--- src/rtl/mem_arbiter_pkg.sv ---
// mem_arbiter shared definitions: access sizes, IO region,
// arbiter state and owner encodings, byte-count helper.
package mem_arbiter_pkg;

    localparam logic [1:0] SZ_WORD = 2'b00;
    localparam logic [1:0] SZ_BYTE = 2'b01;
    localparam logic [1:0] SZ_HALF = 2'b10;

    localparam logic [1:0] IO_HI_REGION = 2'b11;

    typedef enum logic [1:0] {
        IDLE  = 2'd0,
        READ  = 2'd1,
        WRITE = 2'd2
    } state_t;

    typedef enum logic {
        OWN_IF = 1'b0,
        OWN_LS = 1'b1
    } owner_t;

    // Number of RAM byte beats for an access of the given size.
    function automatic logic [2:0] byte_count(
        input logic [1:0] size
    );
        logic [2:0] n;
        unique case (size)
            SZ_BYTE: n = 3'd1;
            SZ_HALF: n = 3'd2;
            default: n = 3'd4;
        endcase
        return n;
    endfunction

endpackage

--- src/rtl/mem_arbiter.sv ---
// Byte-wide RAM port arbiter between fetcher and SLB.
// Sequences little-endian word/half/byte accesses, one byte per cycle.
module mem_arbiter
    import mem_arbiter_pkg::*;
#(
    parameter int         ADDR_W = 32,
    parameter int         DATA_W = 32,
    parameter logic [1:0] IO_HI  = IO_HI_REGION
) (
    input  logic              clk,
    input  logic              rst,
    input  logic              flush,
    input  logic              if_req,
    input  logic [ADDR_W-1:0] if_addr,
    output logic              if_done,
    output logic [DATA_W-1:0] if_data,
    input  logic              ls_req,
    input  logic              ls_we,
    input  logic [ADDR_W-1:0] ls_addr,
    input  logic [DATA_W-1:0] ls_wdata,
    input  logic [1:0]        ls_size,
    output logic              ls_done,
    output logic [DATA_W-1:0] ls_rdata,
    output logic              ls_busy,
    input  logic              io_buffer_full,
    input  logic [7:0]        mem_din,
    output logic [7:0]        mem_dout,
    output logic [ADDR_W-1:0] mem_a,
    output logic              mem_wr
);

    state_t            r_state;
    state_t            w_state_nx;
    owner_t            r_owner;
    owner_t            w_owner_nx;
    owner_t            r_last;
    owner_t            w_last_nx;
    // r_k is the index of the edge about to occur, counted from grant
    logic [2:0]        r_k;
    logic [2:0]        w_k_nx;
    logic [2:0]        r_n;
    logic [2:0]        w_n_nx;
    logic [ADDR_W-1:0] r_base;
    logic [ADDR_W-1:0] w_base_nx;
    logic [DATA_W-1:0] r_wdata;
    logic [DATA_W-1:0] w_wdata_nx;
    logic [DATA_W-1:0] r_acc;
    logic [DATA_W-1:0] w_acc_nx;
    logic [ADDR_W-1:0] r_mem_a;
    logic [ADDR_W-1:0] w_mem_a_nx;
    logic [7:0]        r_mem_dout;
    logic [7:0]        w_mem_dout_nx;
    logic              r_mem_wr;
    logic              w_mem_wr_nx;
    logic              r_if_done;
    logic              w_if_done_nx;
    logic              r_ls_done;
    logic              w_ls_done_nx;
    logic [DATA_W-1:0] r_if_data;
    logic [DATA_W-1:0] w_if_data_nx;
    logic [DATA_W-1:0] r_ls_rdata;
    logic [DATA_W-1:0] w_ls_rdata_nx;
    logic              r_busy;
    logic              w_busy_nx;

    logic              w_if_ok;
    logic              w_io_blk;
    logic              w_ls_ok;
    logic              w_grant;
    logic              w_pick_ls;
    logic [2:0]        w_cap_idx;
    logic [DATA_W-1:0] w_byte_ext;
    logic [DATA_W-1:0] w_acc_cap;
    logic [DATA_W-1:0] w_rd_acc;
    logic [7:0]        w_wbyte;
    logic [ADDR_W-1:0] w_k_addr;

    // A requester whose done is showing is still holding req; skip it.
    assign w_if_ok   = if_req && !r_if_done;
    assign w_io_blk  = ls_we && (ls_addr[17:16] == IO_HI)
                       && io_buffer_full;
    assign w_ls_ok   = ls_req && !r_ls_done && !w_io_blk;
    assign w_grant   = !flush && (w_if_ok || w_ls_ok);
    assign w_pick_ls = w_ls_ok && (!w_if_ok || r_last == OWN_IF);

    // RAM data lags its address by two edges.
    assign w_cap_idx  = r_k - 3'd2;
    assign w_byte_ext = DATA_W'(mem_din);
    assign w_acc_cap  = r_acc
                        | (w_byte_ext << {w_cap_idx, 3'b000});
    assign w_rd_acc   = (r_k >= 3'd2) ? w_acc_cap : r_acc;
    assign w_wbyte    = 8'(r_wdata >> {r_k, 3'b000});
    assign w_k_addr   = r_base + ADDR_W'(r_k);

    // Next-state, grant and byte sequencing for all registered outputs.
    always_comb begin
        w_state_nx    = r_state;
        w_owner_nx    = r_owner;
        w_last_nx     = r_last;
        w_k_nx        = r_k;
        w_n_nx        = r_n;
        w_base_nx     = r_base;
        w_wdata_nx    = r_wdata;
        w_acc_nx      = r_acc;
        w_mem_a_nx    = r_mem_a;
        w_mem_dout_nx = r_mem_dout;
        w_mem_wr_nx   = 1'b0;
        w_if_done_nx  = 1'b0;
        w_ls_done_nx  = 1'b0;
        w_if_data_nx  = r_if_data;
        w_ls_rdata_nx = r_ls_rdata;

        unique case (r_state)
            IDLE: begin
                w_mem_a_nx = '0;
                if (w_grant) begin
                    w_k_nx   = 3'd1;
                    w_acc_nx = '0;
                    if (w_pick_ls) begin
                        w_owner_nx = OWN_LS;
                        w_last_nx  = OWN_LS;
                        w_base_nx  = ls_addr;
                        w_wdata_nx = ls_wdata;
                        w_n_nx     = byte_count(ls_size);
                        w_mem_a_nx = ls_addr;
                        if (ls_we) begin
                            w_state_nx    = WRITE;
                            w_mem_wr_nx   = 1'b1;
                            w_mem_dout_nx = ls_wdata[7:0];
                        end else begin
                            w_state_nx = READ;
                        end
                    end else begin
                        w_owner_nx = OWN_IF;
                        w_last_nx  = OWN_IF;
                        w_base_nx  = if_addr;
                        w_n_nx     = 3'd4;
                        w_mem_a_nx = if_addr;
                        w_state_nx = READ;
                    end
                end
            end

            READ: begin
                if (flush) begin
                    w_state_nx = IDLE;
                    w_k_nx     = 3'd0;
                    w_mem_a_nx = '0;
                end else if (r_k == r_n + 3'd1) begin
                    w_state_nx = IDLE;
                    w_k_nx     = 3'd0;
                    w_mem_a_nx = '0;
                    if (r_owner == OWN_LS) begin
                        w_ls_done_nx  = 1'b1;
                        w_ls_rdata_nx = w_rd_acc;
                    end else begin
                        w_if_done_nx = 1'b1;
                        w_if_data_nx = w_rd_acc;
                    end
                end else begin
                    w_acc_nx = w_rd_acc;
                    w_k_nx   = r_k + 3'd1;
                    if (r_k < r_n) begin
                        w_mem_a_nx = w_k_addr;
                    end
                end
            end

            WRITE: begin
                if (r_k == r_n) begin
                    w_state_nx    = IDLE;
                    w_k_nx        = 3'd0;
                    w_mem_a_nx    = '0;
                    w_mem_dout_nx = 8'h00;
                    w_ls_done_nx  = 1'b1;
                end else begin
                    w_mem_wr_nx   = 1'b1;
                    w_mem_a_nx    = w_k_addr;
                    w_mem_dout_nx = w_wbyte;
                    w_k_nx        = r_k + 3'd1;
                end
            end

            default: begin
                w_state_nx = IDLE;
                w_k_nx     = 3'd0;
                w_mem_a_nx = '0;
            end
        endcase

        w_busy_nx = (w_state_nx != IDLE);
    end

    // State and output registers; reset abandons any access in flight.
    always_ff @(posedge clk or posedge rst) begin
        if (rst) begin
            r_state    <= IDLE;
            r_owner    <= OWN_IF;
            r_last     <= OWN_IF;
            r_k        <= 3'd0;
            r_n        <= 3'd0;
            r_base     <= '0;
            r_wdata    <= '0;
            r_acc      <= '0;
            r_mem_a    <= '0;
            r_mem_dout <= 8'h00;
            r_mem_wr   <= 1'b0;
            r_if_done  <= 1'b0;
            r_ls_done  <= 1'b0;
            r_if_data  <= '0;
            r_ls_rdata <= '0;
            r_busy     <= 1'b0;
        end else begin
            r_state    <= w_state_nx;
            r_owner    <= w_owner_nx;
            r_last     <= w_last_nx;
            r_k        <= w_k_nx;
            r_n        <= w_n_nx;
            r_base     <= w_base_nx;
            r_wdata    <= w_wdata_nx;
            r_acc      <= w_acc_nx;
            r_mem_a    <= w_mem_a_nx;
            r_mem_dout <= w_mem_dout_nx;
            r_mem_wr   <= w_mem_wr_nx;
            r_if_done  <= w_if_done_nx;
            r_ls_done  <= w_ls_done_nx;
            r_if_data  <= w_if_data_nx;
            r_ls_rdata <= w_ls_rdata_nx;
            r_busy     <= w_busy_nx;
        end
    end

    assign if_done  = r_if_done;
    assign if_data  = r_if_data;
    assign ls_done  = r_ls_done;
    assign ls_rdata = r_ls_rdata;
    assign ls_busy  = r_busy;
    assign mem_a    = r_mem_a;
    assign mem_wr   = r_mem_wr;
    assign mem_dout = r_mem_dout;

endmodule

--- config.mk ---
export PLATFORM = sky130hd
export DESIGN_NAME = mem_arbiter
export DESIGN_NICKNAME = d
export VERILOG_FILES = /design/src/rtl/mem_arbiter_pkg.sv /design/src/rtl/mem_arbiter.sv
export SDC_FILE = /design/constraint.sdc
export NUM_CORES = 1
export LEC_CHECK = 0
export CELL_PAD_IN_SITES_DETAIL_PLACEMENT = 1
export CELL_PAD_IN_SITES_GLOBAL_PLACEMENT = 2
export CORE_MARGIN = 2
export CORE_UTILIZATION = 29
export CTS_BUF_LIST = sky130_fd_sc_hd__clkbuf_4 sky130_fd_sc_hd__clkbuf_8
export DETAILED_ROUTE_END_ITERATION = 6
export PLACE_DENSITY_LB_ADDON = 0.05
export SETUP_SLACK_MARGIN = 0.1
export SLEW_MARGIN = 20
export SYNTH_ARGS = -nofsm -noshare
export SYNTH_HDL_FRONTEND = slang
export SYNTH_SLANG_ARGS = --single-unit
--- constraint.sdc ---
create_clock -name clk -period 8.9 [get_ports clk]
set_clock_uncertainty 0.1 [all_clocks]
set_input_delay 2.67 -clock clk [delete_from_list [all_inputs] [get_ports clk]]
set_output_delay 2.67 -clock clk [all_outputs]
set_load 0.02 [all_outputs]
-- Yosys cells after proc, flatten, opt, wreduce, memory -nomap -nowiden
Index checks and enable logic that the tools add are counted.
Widths: inputs -> output; s select.
- flip-flop bits (word level): 213
- output and inout bits: 108
- logic and storage cells: 109
- add/subtract/negate cells: 4
- $lt $le $gt $ge: 2
- equality and inequality tests: 13
- shifts and indexed selects: 2
- multiplexer cells: 46
- bitwise gates (word level): 3
- reductions and logical operators: 24
- operator list (operator ; number):
    $mux 32 ; 10
    $pmux 32 s3 ; 1
    $pmux 32 s2 ; 1
    $add 32x3->32 ; 1
    $mux 8 ; 4
    $or 32x32->32 ; 1
    $shl 8x6->32 ; 1
    $shr 32x6->8 ; 1
    $pmux 8 s2 ; 1
    $reduce_and 4->1 ; 4
    $mux 3 ; 5
    $mux 1 ; 13
    $mux 2 ; 6
    $ne 2x2->1 const B ; 5
    $pmux 3 s3 ; 1
    $logic_and 1x1->1 ; 7
    $add 3x1->3 const B ; 2
    $eq 2x2->1 const B ; 3
    $eq 3x3->1 ; 2
    $pmux 2 s3 ; 1
    $pmux 3 s2 ; 1
    $reduce_bool 2->1 ; 3
    $logic_not 1->1 ; 5
    $eq 2x1->1 const B ; 2
    other kinds (10) ; 13

-- Logic depth before layout (Yosys ltp)
- depth after elaboration: 10
- depth in mapped cells: 10
- mapped depth without buffers: 9

-- Least setup slack after synthesis
OpenSTA, ideal clock, no wires.
- kind: input -> register
- start: input port ls_req
- end: register r_mem_a[10] (netlist: mem_a[10])
- arrival time: 4.038 ns
- required time: 8.679 ns
- slack: 4.641 ns
- stages on the path: 7
- cell sequence: nor2b_1 -> o311a_1 -> buf_2 -> buf_2 -> mux2i_1 -> o22ai_1 -> a22o_1
- word-level cells in the longest chain between the ends: 6
- elaborated cells on any way between the ends: 8
- ends and longest elaborated chain (item ; RTL line ; source):
    start, declared ; mem_arbiter.sv:17 ; input logic ls_req,
    $logic_and 1x1->1 (*) (2 in a row) ; mem_arbiter.sv:82 ; assign w_ls_ok = ls_req && !r_ls_done && !w_io_blk;
    $logic_and 1x1->1 or $logic_or 1x1->1 (tied branches) ; mem_arbiter.sv:84, mem_arbiter.sv:83 ;
    $mux 32 or $logic_and 1x1->1 (tied branches) ; mem_arbiter.sv:119, mem_arbiter.sv:83 ;
    $mux 32 (*) ; mem_arbiter.sv:116 ; if (w_grant) begin
    $pmux 32 s3 (*) ; mem_arbiter.sv:113 ; unique case (r_state)
    end signal, assigned ; mem_arbiter.sv:222 ; r_mem_a <= w_mem_a_nx;
    end, declared ; mem_arbiter.sv:49 ; logic [ADDR_W-1:0] r_mem_a;
Every way passes the cells marked *; elsewhere a longest branch is shown, timed or not.
A chain may end at the register's enable or synchronous reset.

-- Worst setup path after layout
- start: input port ls_we
- end: register r_mem_a[13] (netlist: mem_a[13])
- word-level cells in the longest chain between the ends: 8
- elaborated cells on any way between the ends: 10
- ends and longest elaborated chain (item ; RTL line ; source):
    start, declared ; mem_arbiter.sv:18 ; input logic ls_we,
    $logic_and 1x1->1 (*) ; mem_arbiter.sv:80 ; assign w_io_blk = ls_we && (ls_addr[17:16] == IO_HI)
    $logic_and 1x1->1 (*) ; mem_arbiter.sv:81 ; && io_buffer_full;
    $logic_not 1->1 (*) ; mem_arbiter.sv:82 ;
    $logic_and 1x1->1 (*) ; mem_arbiter.sv:82 ;
    $logic_and 1x1->1 or $logic_or 1x1->1 (tied branches) ; mem_arbiter.sv:84, mem_arbiter.sv:83 ;
    $mux 32 or $logic_and 1x1->1 (tied branches) ; mem_arbiter.sv:119, mem_arbiter.sv:83 ;
    $mux 32 (*) ; mem_arbiter.sv:116 ;
    $pmux 32 s3 (*) ; mem_arbiter.sv:113 ;
Marks and branches as above.

==> impl_metrics.yaml <==
sta:
  fmax_ghz: 0.197
  finalSetupTns_ns: 0
  setup_violations: 0
  slew_headroom: 0.375
  fin_crit_sh: 0.571
  hold_viol: 0
  layout_min_cycle_time_ns: 5.09
  rsz0062_at_grt: "false"
  drv_slew: 0
  tightest_slew_ns: 0.938
global_routing:
  grt_pass1_wl_um: 50100
  grt_usage: 0.180
  grt_pass1_vias: 8754
  grt_antenna_before_repair: 0
  grt-ovfl-total: 0
  grt_max_degree: 83
layout:
  final_cell_mix: "clkdlybuf4s50_1, dfrtp_1, nand2_1, a21oi_1, nor2_1"
  n_antenna_cell: 0
  layout_commonest_cell: "clkdlybuf4s50_1"
  fin_nets: 1343
  areaGrowthSynthToFinish_pct: 36.7
  drive_gt1_frac: 0.0962
worst_setup_path:
  critPathMaxStageDelay_ns: 0.61
  cp.required_ns: 9.22
  crit_buf_inv: 2
  start_kind: "input pin"
  crit_slowest_cell: "clkdlybuf4s50_1"
  critPathTopFamily: "buffers and inverters"
  path_cells: "clkdlybuf4s50_1 > nand4_1 > a2bb2oi_1 > nand2b_2 > buf_4 > o22ai_1 > a22o_1"
  worst_ep_arrival_time_ns: 5.40
  critPathKind: "in -> reg"
  cp-end-kind: "register"
  cp_max_fo: 63
route:
  dr.pass1.iters: 4
  first_iter_violations: 265
  wl_per_cell_um: 18.3
  via_per_inst: 4.76
  drc: 0
  ant_nets: 0
  vias: 8060
  wirelength_um: 31000
synth:
  yosysWarnings: 0
  syn_inst: 996
  synth_area_um2: 9760
  yosysTopAreaCell: "dfrtp_1"
  synth_cell_types: 57
  synth_seq_cells: 213
  synth_top_area_share: 0.546
  synth_enable_flop_cells: 0
  avgSynthCellArea_um2: 9.80
  synth_fp_nets: 1125
  async_reset_ff_frac: 1.00
  synth_area_leaders: "dfrtp_1, nand2_1, a21oi_1, o21ai_0, nor2_1"
  synthFlopType: "dfrtp_1"
  ys_seq_area_frac: 0.546
power_and_ir_drop:
  ir_drop_mv: 0.121
  p_sw_mw: 1.56
  leakage_nw: 5.87
  clockPowerShare: 0.256
  seq_power_share: 0.371
  swShare: 0.369
  power_mw: 4.23
  powerDensity_nw_per_um2: 317
  combinationalPowerShare: 0.373
  internal_power_mw: 2.67
hold_path:
  min_path_type: "reg -> reg"
run_status:
  outcome: "finished, final reports clean"
floorplanning:
  die_w_um: 187
  core_um2: 33400
  io_pins: 221
  die_area_um2: 35100
  start_util: 0.292
  die_h_um: 187
  row_count: 67
clock_tree:
  clkLatencyLatePin_ns: 0.53
  cts_buffers: 44
  cts_setup_buffers: 0
  cts_buffer_depth: 3
  clock_sinks: 213
  path_clk_slew_ns: 0.05
  cts_tree: "done"
  h-tree-depth: 2
  cts.repair.resized: 0
  cts_hold_buffers: 0
  root_buffer: "clkbuf_8"
placed_design:
  globalplace.congestion: 0.759
  port_buffers: 220
  dp_hpwl_um: 21500
flow_run:
  cap_violations: 0
per-stage QoR:
| stage | std cells | hold slack [ns] | cell area (um^2) | setup slack, ns | util |
|---|---|---|---|---|---|
| 2_1_floorplan | 996 | 0.340 | 9760 | 0.307 | - |
| 3_3_place_gp | 1616 | 0.356 | 12400 | 3.38 | 0.371 |
| 3_5_place_dp | 1616 | 0.360 | 12400 | 3.22 | 0.371 |
| 4_1_cts | 1695 | 0.374 | 13300 | 3.79 | 0.400 |
| 5_1_grt | 1695 | 0.384 | 13300 | 3.55 | 0.400 |
| 6_report | 1695 | 0.373 | 13300 | 3.81 | 0.400 |
tightest hold or removal path: stages (launching register included):
cell,delay [ns]
dfrtp_1,0.34
nand2_1,0.05
nand2_1,0.05
cells by family (layout without fill, tap and decap cells):
group,Yosys count,after routing,share of synthesized area
DFF,213,213,0.546
xor gates and xnor gates,32,32,0.0312
adders and majority gates,16,16,0.0213
AOI/OAI and AO/OA,274,274,0.169
buffers and inverters,81,332,0.0350
muxes,36,36,0.0472
and+or+nand+nor,344,344,0.150
registers in the layout, summed over array words and instances (netlist names), 3 cells and up:
signal,cells
mem_a,32
if_data,32
r_acc,32
r_base,32
r_k,3
ls_rdata,32
mem_dout,8
r_n,3
r_wdata,32
power groups by stage:
stage               Sequential (mW)  Combinational (mW)  Clock, mW
floorplan                      1.72               0.761          0
global placement               1.58                1.57          0
detailed placement             1.58                1.60          0
CTS                            1.57                1.61       1.12
global route                   1.62                1.74       1.17
finish                         1.57                1.58       1.08
Yosys cell counts (2+ instances only):
master and instances:
mux2i_1 28, a21o_1 7, dfrtp_1 213, a22oi_1 12, o21a_1 2, nand2b_1 3
a32oi_1 4, xnor2_1 17, nor2_1 89, o21ai_0 79, o211ai_1 2, clkbuf_1 30
mux4_2 8, nand2_1 198, a22o_1 20, buf_1 3, a2bb2oi_1 5, buf_2 27
nand4_1 8, and2_1 3, a21oi_1 106, nor4_1 2, nor2b_1 4, ha_1 15
nand3_1 14, o21ai_1 6, nor3_4 3, xor2_1 13, o22ai_1 16, or2_1 3
inv_1 19, o221ai_1 4, nor3_1 9
area by class of cell:
type,count,area [um^2]
fillers,3822,20000
flip-flops and latches,213,5330
multi-input cells,702,4110
repair buffers,233,2300
clock buffers,72,916
well taps,448,561
inverters,20,82.6
clock inverters,7,41.3
path summary, 6_finish.rpt:
| kind | startpoint | to | slack, ns | depth (start not counted) |
|---|---|---|---|---|
| worst min-delay path | r_wdata[26]$_DFFE_PP0P_ | r_wdata[26]$_DFFE_PP0P_ | 0.37 | 2 |
| worst max register to register | r_k[0]$_DFFE_PP0N_ | mem_a[22]$_DFFE_PP0P_ | 5.52 | 9 |
| worst min register to register | r_wdata[26]$_DFFE_PP0P_ | r_wdata[26]$_DFFE_PP0P_ | 0.37 | 2 |
| max in group asynchronous | rst | r_base[24]$_DFFE_PP0P_ | 4.80 | 3 |
| min in group asynchronous | rst | mem_dout[1]$_DFFE_PP0P_ | 2.52 | 2 |
| worst max-delay path | ls_we | mem_a[13]$_DFFE_PP0P_ | 3.81 | 7 |
routing by layer:
| metal | vias to the layer above | part of all wire | GRT usage |
|---|---|---|---|
| met5 | - | 0 | 0 |
| met2 | 187 | 0.46 | 0.294 |
| li1 | 3883 | - | - |
| met3 | 45 | 0.056 | 0.0450 |
| met4 | 0 | 0.019 | 0.0457 |
| met1 | 3945 | 0.46 | 0.239 |
Note: power is estimated with default switching activity, not from simulation.
